### config.mk
export PLATFORM = sky130hd
export DESIGN_NAME = cpu_control_unit
export DESIGN_NICKNAME = d
export VERILOG_FILES = /design/src/rtl/cpu_control_unit.sv
export SDC_FILE = /design/constraint.sdc
export NUM_CORES = 1
export LEC_CHECK = 0
export BUFFER_PORTS_ARGS = -buffer_cell sky130_fd_sc_hd__clkbuf_2
export CAP_MARGIN = 20
export CORE_ASPECT_RATIO = 1.5
export CORE_MARGIN = 1
export CORE_UTILIZATION = 30
export CTS_BUF_LIST = sky130_fd_sc_hd__clkbuf_4 sky130_fd_sc_hd__clkbuf_8
export CTS_CLUSTER_SIZE = 25
export DETAILED_ROUTE_END_ITERATION = 16
export PLACE_DENSITY = 0.51
export SLEW_MARGIN = 25
export SYNTH_ARGS = -nofsm -noshare
export SYNTH_HDL_FRONTEND = slang
export SYNTH_SLANG_ARGS = --single-unit
### constraint.sdc
create_clock -name clk -period 2.1 [get_ports clk]
set_clock_uncertainty 0.05 [all_clocks]
set_input_delay 0.42 -clock clk [delete_from_list [all_inputs] [get_ports clk]]
set_output_delay 0.42 -clock clk [all_outputs]
set_load 0.03 [all_outputs]
### src/rtl/cpu_control_unit.sv
// rtl/cpu_control_unit.sv - 4-bit instruction sequencer: fetch/decode/exec against accumulator, carry and output port
module cpu_control_unit (
  input  logic       clk,
  input  logic       rst,
  input  logic       run,
  input  logic       step,
  input  logic [7:0] rom_data,
  output logic [3:0] rom_addr,
  output logic [3:0] acc,
  output logic       carry,
  output logic [3:0] out_port,
  output logic       out_valid,
  output logic       halted,
  output logic [2:0] state
);

  typedef enum logic [2:0] {
    S_IDLE   = 3'd0,
    S_FETCH  = 3'd1,
    S_DECODE = 3'd2,
    S_EXEC   = 3'd3,
    S_HALT   = 3'd4
  } state_t;

  localparam logic [3:0] OP_LDI  = 4'h0;
  localparam logic [3:0] OP_ADDI = 4'h1;
  localparam logic [3:0] OP_SUBI = 4'h2;
  localparam logic [3:0] OP_OUT  = 4'h4;
  localparam logic [3:0] OP_JMP  = 4'h7;
  localparam logic [3:0] OP_JC   = 4'hA;
  localparam logic [3:0] OP_JNC  = 4'hB;
  localparam logic [3:0] OP_HLT  = 4'hF;

  state_t     cur, nxt;
  logic [7:0] ir;
  logic [3:0] pc;
  logic       single;
  logic       fetch_en, exec_en, arm_step;
  logic [3:0] opcode, imm;
  logic [4:0] sum, diff;

  assign opcode   = ir[7:4];
  assign imm      = ir[3:0];
  assign sum      = {1'b0, acc} + {1'b0, imm};
  assign diff     = {1'b0, acc} - {1'b0, imm};
  assign rom_addr = pc;
  assign state    = cur;

  always_ff @(posedge clk or posedge rst) begin
    if (rst) cur <= S_IDLE;
    else     cur <= nxt;
  end

  always_comb begin
    nxt = cur;
    case (cur)
      S_IDLE:   if (run || step) nxt = S_FETCH;
      S_FETCH:  nxt = S_DECODE;
      S_DECODE: nxt = S_EXEC;
      S_EXEC: begin
        if (opcode == OP_HLT)    nxt = S_HALT;
        else if (single || !run) nxt = S_IDLE;
        else                     nxt = S_FETCH;
      end
      S_HALT:   nxt = S_HALT;
      default:  nxt = S_IDLE;
    endcase
  end

  always_comb begin
    fetch_en = (cur == S_FETCH);
    exec_en  = (cur == S_EXEC);
    arm_step = (cur == S_IDLE) && !run && step;
    halted   = (cur == S_HALT);
  end

  // Jumps in EXEC overwrite the increment already applied during FETCH.
  always_ff @(posedge clk or posedge rst) begin
    if (rst) begin
      pc        <= 4'd0;
      ir        <= 8'h00;
      acc       <= 4'd0;
      carry     <= 1'b0;
      out_port  <= 4'd0;
      out_valid <= 1'b0;
      single    <= 1'b0;
    end else begin
      out_valid <= 1'b0;
      if (arm_step) single <= 1'b1;
      if (fetch_en) begin
        ir <= rom_data;
        pc <= pc + 4'd1;
      end
      if (exec_en) begin
        single <= 1'b0;
        case (opcode)
          OP_LDI:  acc <= imm;
          OP_ADDI: {carry, acc} <= sum;
          OP_SUBI: begin
            acc   <= diff[3:0];
            carry <= diff[4];
          end
          OP_OUT: begin
            out_port  <= acc;
            out_valid <= 1'b1;
          end
          OP_JMP:  pc <= imm;
          OP_JC:   if (carry)  pc <= imm;
          OP_JNC:  if (!carry) pc <= imm;
          default: ;
        endcase
      end
    end
  end

endmodule

# Word level (Yosys, flattened, before mapping)
# Cells that the tools add are included.
[totals] register_bits=26 in_bits=12
[classes] reduce_logical=13 n_mux=15 eq_ne=12 n_addsub=3
[ops] operator="$pmux W4 S3" n=2
[ops] operator="$mux W4" n=4
[ops] operator="$pmux W3 S5" n=1
[ops] operator="$eq A4 B4 Y1 const B" n=3
[ops] operator="$eq A4 B3 Y1 const B" n=2
[ops] operator="$eq A3 B2 Y1 const B" n=2
[ops] operator="$mux W3" n=2
[ops] operator="$reduce_and A2 Y1" n=3
[ops] operator="$add A4 B4 Y5" n=1
[ops] operator="$mux W1" n=5
[ops] operator="$sub A4 B4 Y5" n=1
[ops] operator="$add A4 B1 Y4 const B" n=1
[ops] operator="$eq A4 B1 Y1 const B" n=1
[ops] operator="$eq A4 B2 Y1 const B" n=1
[ops] operator="$logic_not A4 Y1" n=1
[ops] operator="$reduce_bool A2 Y1" n=2
[ops] operator="$eq A3 B1 Y1 const B" n=1
[ops] operator="$eq A3 B3 Y1 const B" n=1
[ops] operator="$logic_not A3 Y1" n=1
[ops] operator="$reduce_bool A3 Y1" n=1
[ops] operator="$logic_and A1 B1 Y1" n=2
[ops] operator="$logic_or A1 B1 Y1" n=2
[ops] operator="$ne A2 B2 Y1 const B" n=1
[ops] operator="$pmux W1 S2" n=1
[ops] operator="$logic_not A1 Y1" n=1

# Depth between registers and ports, before layout
# Gate-level depths: netlist of run 1.
[logic_depth] word_depth=5 depth_mapped=7 depth_no_buf=7

# Least setup slack after synthesis of run 1
# OpenSTA, ideal clock, no wires.
[synth_timing] kind="reg-to-output" start="reg cur[1], in the netlist state[1]" end="out halted" setup_slack_ps=170 path_buffers=1 t_arrival_ps=1460 stages_incl_launch_ff=3 path_cell_list="dfrtp_1 buf_4 nor3b_1"
[synth_between] elab_chain_len=1
[synth_rtl] item="start: declaration" line="34" source="state_t cur, nxt;"
[synth_rtl] item="start signal: assignment" line="51" source="else cur <= nxt;"
[synth_rtl] item="$eq A3 B3 Y1" line="74" source="halted = (cur == S_HALT);"
[synth_rtl] item="end: declaration" line="13" source="output logic halted,"
# No other way between the ends.

# Worst setup path after layout of run 1
[layout_timing] start="reg acc[0]" end="reg acc[2]"
[layout_between] elab_chain_len=2 word_cells_on_any_way=3 classes_between="add/sub (2); mux (1)"
[layout_rtl] item="start: declaration" line="9" source="output logic [3:0] acc,"
[layout_rtl] item="start signal: assignment" line="97" source="OP_LDI: acc <= imm;"
[layout_rtl] item="start signal: assignment" line="98" source="OP_ADDI: {carry, acc} <= sum;"
[layout_rtl] item="start signal: assignment" line="100" source="acc <= diff[3:0];"
[layout_rtl] item="$sub A4 B4 Y5 / $add A4 B4 Y5 (equally long branches)" line="45, 44"
[layout_rtl] item="$pmux W4 S3 *" line="96" source="case (opcode)"
# Every way passes the cells marked *; elsewhere a longest branch is shown, timed or not.
# A chain may end at the register's enable or synchronous reset.

==> qor.txt, run 1 <==
Critical path class -> flop to flop
Synth-to-Final Area Change -> 16.9%
Dominant synthesized flop cell -> dfrtp_1
ANT cells -> 0
Clk pwr share -> 10.1%
Final Power -> 0.00325 W
Routed length per instance -> 13.6 um
Max VDD drop -> 657 uV
Ranking of synthesized cells by area -> dfrtp_1, ha_1, mux2_2
DRT antenna net count -> 0
Core box area -> 0.00512 mm^2
Pint -> 0.00170 W
H-Tree Depth -> 1
Min Hold Slack -> 0.127 ns
Seq. cell area -> 651 um^2
Share of cells above drive strength 1 -> 27.7%
Slew Limit Headroom -> 73.9%
Final GP Congestion -> 0.797
Seq/Total Area, Yosys -> 40.9%
Post-CTS setup buffers -> 0
Clock-pin slew on the worst setup and hold paths -> 0.09 ns
Yosys top cell by area -> dfrtp_1
Number of synthesized register bits -> 26
Die Height -> 91.2 um
Peak Freq -> 530 MHz
Die ar. -> 0.00561 mm^2
Synth top area share -> 40.9%
Vias in the first global route -> 1092
Worst-Skew Late Latency -> 0.27 ns
Initial antenna violation count -> 0
Post-synth ARST share -> 100%
Most frequent cell after synthesis -> dfrtp_1
Die width -> 61.5 um
FP Rows -> 32
CTS tree -> built
Most frequent cells after synthesis -> dfrtp_1, inv_1, o21ai_0
DR pass1 iterations -> 4
Root buffer cell -> clkbuf_8
Setup TNS -> 0 ns
Critical path launch point type -> flop
Synthesized area -> 0.00159 mm^2
# nets final -> 208
Hpwl dp -> 2660 um
First-pass GRT wire length -> 5510 um
Sw frac -> 47.8%
Initial Util -> 31.1%
Reg-to-reg endpoint -> acc[2]
Outcome -> finished, final reports clean
Post-route DRC violation count -> 0
Area of the multi-input gates -> 853 um^2
Yosys warns -> 0
Via Count -> 1236
Worst-margin pin slew -> 0.392 ns
RSZ-0062 raised after global routing -> false
Total nets after synthesis -> 177
Comb power frac -> 57.5%
Post-CTS Hold Fix Bufs -> 0
Tcrit/Tclk final -> 89.9%
Placed cell areas -> 0.00181 mm^2
Largest net degree at the start of global routing -> 27
TritonCTS Buffers -> 3
Avg Cell Area, Syn -> 10.3 um^2
R2R cell count -> 7
Clk buf depth -> 2
HP Class -> input port to asynchronous set/reset pin
Worst R2R Setup Slack -> 0.21 ns
Min Tclk post-route -> 1.89 ns
RR Startpoint -> acc[0]
Seq pwr share -> 32.4%
Library cells used by synthesis -> 44
Arrival time worst endpoint -> 2.01 ns
Final instance area -> 0.00186 mm^2
Max Cap Violations -> 0
Final setup vio count -> 0
Final hold vios -> 0
I/O pin total -> 30
Avg Vias per Cell -> 4.90
Gr usage total -> 13.2%
Clk sinks -> 26
Fillers -> 579
Routed WL -> 3440 um
Drt first-iter violations -> 29
Post-synth EDFFs -> 0
PD cells -> 1740 mW/mm^2
Total grt overflow -> 0
Sw power -> 0.00155 W
Max Slew Vio Count -> 0
I/O Buffers -> 29
Post-CTS sizing -> 0
Req. time, crit path -> 2.22 ns
Pleak -> 0.856 nW
Syn Inst Count -> 154
Crit end category -> flop
Critical path peak fanout -> 5
## power by group through the flow
stage | clock [W] | sequential [W] | combinational (W)
floorplan | 0 | 0.00122 | 0.00129
detailed placement | 0 | 0.00107 | 0.00188
global route | 0.000367 | 0.00110 | 0.00210
global placement | 0 | 0.00107 | 0.00188
finish | 0.000328 | 0.00105 | 0.00187
CTS | 0.000348 | 0.00106 | 0.00190
## worst max-delay path, cell delays in order (launching register included)
cell and delay (ns):
dfrtp_1 0.43, inv_1 0.09, ha_1 0.23, fa_1 0.42
xnor2_1 0.14, a22oi_1 0.19, o211ai_1 0.11, o21a_1 0.13
## registers in the layout, indices dropped and copies added, names as in the netlist
| name | flops |
|---|---|
| out_port | 4 |
| rom_addr | 4 |
| acc | 4 |
| single | 1 |
| ir | 8 |
| carry | 1 |
| out_valid | 1 |
| state | 3 |
## layer usage
layer | share of wire, % | vias up | track usage (%)
met2 | 55 | 32 | 22.6
met5 | 0 | - | 0
met3 | 2.8 | 4 | 1.71
met4 | 0.81 | 0 | 2.78
met1 | 42 | 596 | 17.4
li1 | - | 604 | -
## layout by cell type, fill, tap and decap left out, drive strengths merged, types with 3 or more instances in the layout
cell type,count
o21ai,11
buf,4
nor3b,3
mux2i,5
ha,9
nor2b,4
nor2,10
mux2,8
inv,11
nand2,8
a21oi,5
xnor2,4
nand3,7
dfrtp,26
xor2,4
clkbuf,33
## worst max path at each step
stage	start	to	slack, ns	depth (start not counted)
2_1_floorplan	state[1]	halted	0.17	2
3_3_place_gp	acc[0]	acc[2]	0.22	7
3_5_place_dp	acc[0]	acc[2]	0.20	7
4_1_cts	acc[0]	acc[2]	0.18	7
5_1_grt	acc[0]	carry	0.08	7
6_report	acc[0]	acc[2]	0.21	7
## area by class of cell
class,instances,share of cell area (%)
multi-input cells,110,45.9
inverters,11,2.22
repair buffers,33,9.41
clock buffers,4,2.96
well taps,68,4.57
flip-flops and latches,26,35.0
## cells by family (layout without fill, tap and decap cells)
| kind of cell | count (synthesis) | after routing | share of synthesized area [%] |
|---|---|---|---|
| compound gates | 32 | 32 | 14.1 |
| xor+xnor | 8 | 8 | 4.40 |
| fa+ha+maj | 11 | 11 | 9.59 |
| buf+inv | 18 | 48 | 5.50 |
| flops | 26 | 26 | 40.9 |
| mux | 13 | 13 | 8.81 |
| simple gates | 46 | 46 | 16.7 |
## per-stage QoR
step,std cells,setup WS [ns],utilization (%)
CTS,252,0.182,36.3
global placement,248,0.220,35.2
global route,252,0.0828,36.3
detailed placement,248,0.204,35.2
finish,252,0.212,36.3
floorplan,154,0.170,-
(Power assumes the default switching activity.)
==> run 2: changes to the inputs <==
--- a/config.mk
+++ b/config.mk
@@ -15,3 +15,3 @@
 export DETAILED_ROUTE_END_ITERATION = 16
-export PLACE_DENSITY = 0.51
+export GPL_TIMING_DRIVEN = 1
 export SLEW_MARGIN = 25
==> constraint.sdc (replaced) <==
create_clock -name clk -period 2.1 [get_ports clk]
set_clock_uncertainty 0.05 [all_clocks]
set_input_delay 0 -clock clk [delete_from_list [all_inputs] [get_ports clk]]
set_output_delay 0 -clock clk [all_outputs]
set_load 0.03 [all_outputs]
==> run 2 against run 1 <==
  * The flow now finishes with violations (DRC, hold timing)
  * Worst setup slack better by 0.085 ns
  * Clock-buffer cell count down 1
  * Routed wire length up 2.4%
  * Clock power down 15%
  * Combinational power up 4%
  * Critical endpoint unchanged
  * Largest cell class unchanged
==> qor.txt, run 2 (synthesized netlist as in run 1, its figures left out) <==
ANT cells -> 0 (unchanged)
First-pass GRT wire length -> 6070 um (was 5510 um)
Arrival time worst endpoint -> 1.92 ns (was 2.01 ns)
Min Hold Slack -> -0.00620 ns (was 0.127 ns)
Largest Register -> ir (unchanged)
Post-CTS sizing -> 0 (unchanged)
# nets final -> 218 (was 208)
Max VDD drop -> 565 uV (was 657 uV)
Final Power -> 0.00327 W (was 0.00325 W)
DRT antenna net count -> 0 (unchanged)
Util after Layout -> 37.9% (was 36.3%)
Met3 routed WL -> 102 um (was 97 um)
Clk buf depth -> 2 (unchanged)
Clk sinks -> 26 (unchanged)
Worst-margin pin slew -> 0.517 ns (was 0.392 ns)
Critical path launch point type -> flop (unchanged)
Largest register FFs -> 8 (unchanged)
Die Height -> 91.2 um (unchanged)
Top layer in use -> met4 (unchanged)
DR pass1 iterations -> 10 (was 4)
Initial Util -> 31.1% (unchanged)
Fin cells -> 261 (was 252)
Post-route DRC violation count -> 2 (was 0)
CTS tree -> built (unchanged)
Largest net degree at the start of global routing -> 27 (unchanged)
Critical path class -> flop to flop (unchanged)
Root buffer cell -> clkbuf_8 (unchanged)
Hold path cells -> 3
Worst-Skew Late Latency -> 0.27 ns (about the same)
Die width -> 61.5 um (unchanged)
Final setup vio count -> 0 (unchanged)
RSZ-0062 raised after global routing -> false (unchanged)
M1 wire length -> 1450 um (was 1430 um)
Tcrit/Tclk final -> 85.9% (was 89.9%)
Placed Cells -> 249 (was 248)
Outcome -> complete, but fails checks (was finished, final reports clean)
Final hold vios -> 1 (was 0)
TritonCTS Buffers -> 3 (unchanged)
Avg Vias per Cell -> 4.85 (was 4.90)
H-Tree Depth -> 1 (unchanged)
Slew Limit Headroom -> 65.5% (was 73.9%)
Drt first-iter violations -> 16 (was 29)
Post-CTS setup buffers -> 0 (unchanged)
Via Count -> 1265 (was 1236)
R2R cell count -> 7 (unchanged)
Peak Freq -> 555 MHz (was 530 MHz)
FP Rows -> 32 (unchanged)
Min Tclk post-route -> 1.80 ns (was 1.89 ns)
Final GP Congestion -> 0.860 (was 0.797)
Routed length per instance -> 13.5 um (was 13.6 um)
Failing checks -> DRC, hold timing
Gr usage total -> 14.5% (was 13.2%)
I/O Buffers -> 29 (unchanged)
Hpwl dp -> 2710 um (was 2660 um)
Vias in the first global route -> 1284 (was 1092)
Total grt overflow -> 0 (unchanged)
Share of cells above drive strength 1 -> 26.4% (was 27.7%)
Max Cap Violations -> 0 (unchanged)
PD cells -> 1680 mW/mm^2 (was 1740 mW/mm^2)
I/O pin total -> 30 (unchanged)
Req. time, crit path -> 2.22 ns (about the same)
Most frequent cells in the layout -> clkbuf_2, dfrtp_1, inv_1, o21ai_0, nor2_1 (unchanged)
Critical path peak fanout -> 5 (unchanged)
Clock-pin slew on the worst setup and hold paths -> 0.09 ns (about the same)
Setup TNS -> 0 ns (unchanged)
Pleak -> 0.892 nW (was 0.856 nW)
Commonest non-fill, non-tap cell in the layout -> clkbuf_2 (unchanged)
Initial antenna violation count -> 0 (unchanged)
Met2 Routed Length -> 1840 um (was 1880 um)
Max Slew Vio Count -> 0 (unchanged)
Die ar. -> 0.00561 mm^2 (unchanged)
Synth-to-Final Area Change -> 22.2% (was 16.9%)
Crit end category -> flop (unchanged)
HP Class -> input port to flop (was input port to asynchronous set/reset pin)
Core box area -> 0.00512 mm^2 (unchanged)
Routed WL -> 3520 um (was 3440 um)
## run 2: power breakdown
part / leakage, nW / switching (W) / internal, W / total (W)
Clock: 0.0216 / 0.000151 / 0.000129 / 0.000280
Sequential: 0.315 / 0.000311 / 0.000734 / 0.00104
Combinational: 0.555 / 0.00111 / 0.000829 / 0.00194
## run 2: worst paths after layout
path	start	to	slack (ns)
max	acc[0]	acc[2]	0.30
min	run	state[0]	-0.006
max reg2reg	acc[0]	acc[2]	0.30
min reg2reg	out_port[1]	out_port[1]	0.44
max in group asynchronous	rst	carry	1.47
min in group asynchronous	rst	ir[4]	0.27
## run 2: metrics by stage
step           area [um^2]  worst slack [ns]
6_report              1940             0.297
5_1_grt               1940             0.135
4_1_cts               1940             0.308
3_5_place_dp          1810             0.317
3_3_place_gp          1810             0.318
2_1_floorplan         1590             0.189
## run 2: critical path, stage by stage, from the launching register on
cell and delay (ns):
dfrtp_1 0.41, inv_1 0.08, ha_1 0.22, fa_1 0.40
xnor2_1 0.14, a22oi_1 0.18, o211ai_1 0.10, o21a_1 0.12
## run 2: routing by layer
layer / track usage (%) / up-vias
met1: 17.3 / 608
met3: 2.28 / 9
li1: - / 623
met2: 24.5 / 25
met5: 0 / -
met4: 6.85 / 0
## run 2: cell type report
cell class,count,area (um^2)
Multi-Input combinational cell,110,853
Clock buffer,3,41.3
Inverter,11,41.3
Tap cell,68,85.1
Fill cell,567,3180
Sequential cell,26,651
Timing Repair Buffer,43,273
## run 2: what timing repair did
item | 4_1_cts | 5_1_grt
endpoints found under the setup margin | 0 | 0
hold buffers | 9 | 0
endpoints found under the hold margin | 34 | 0
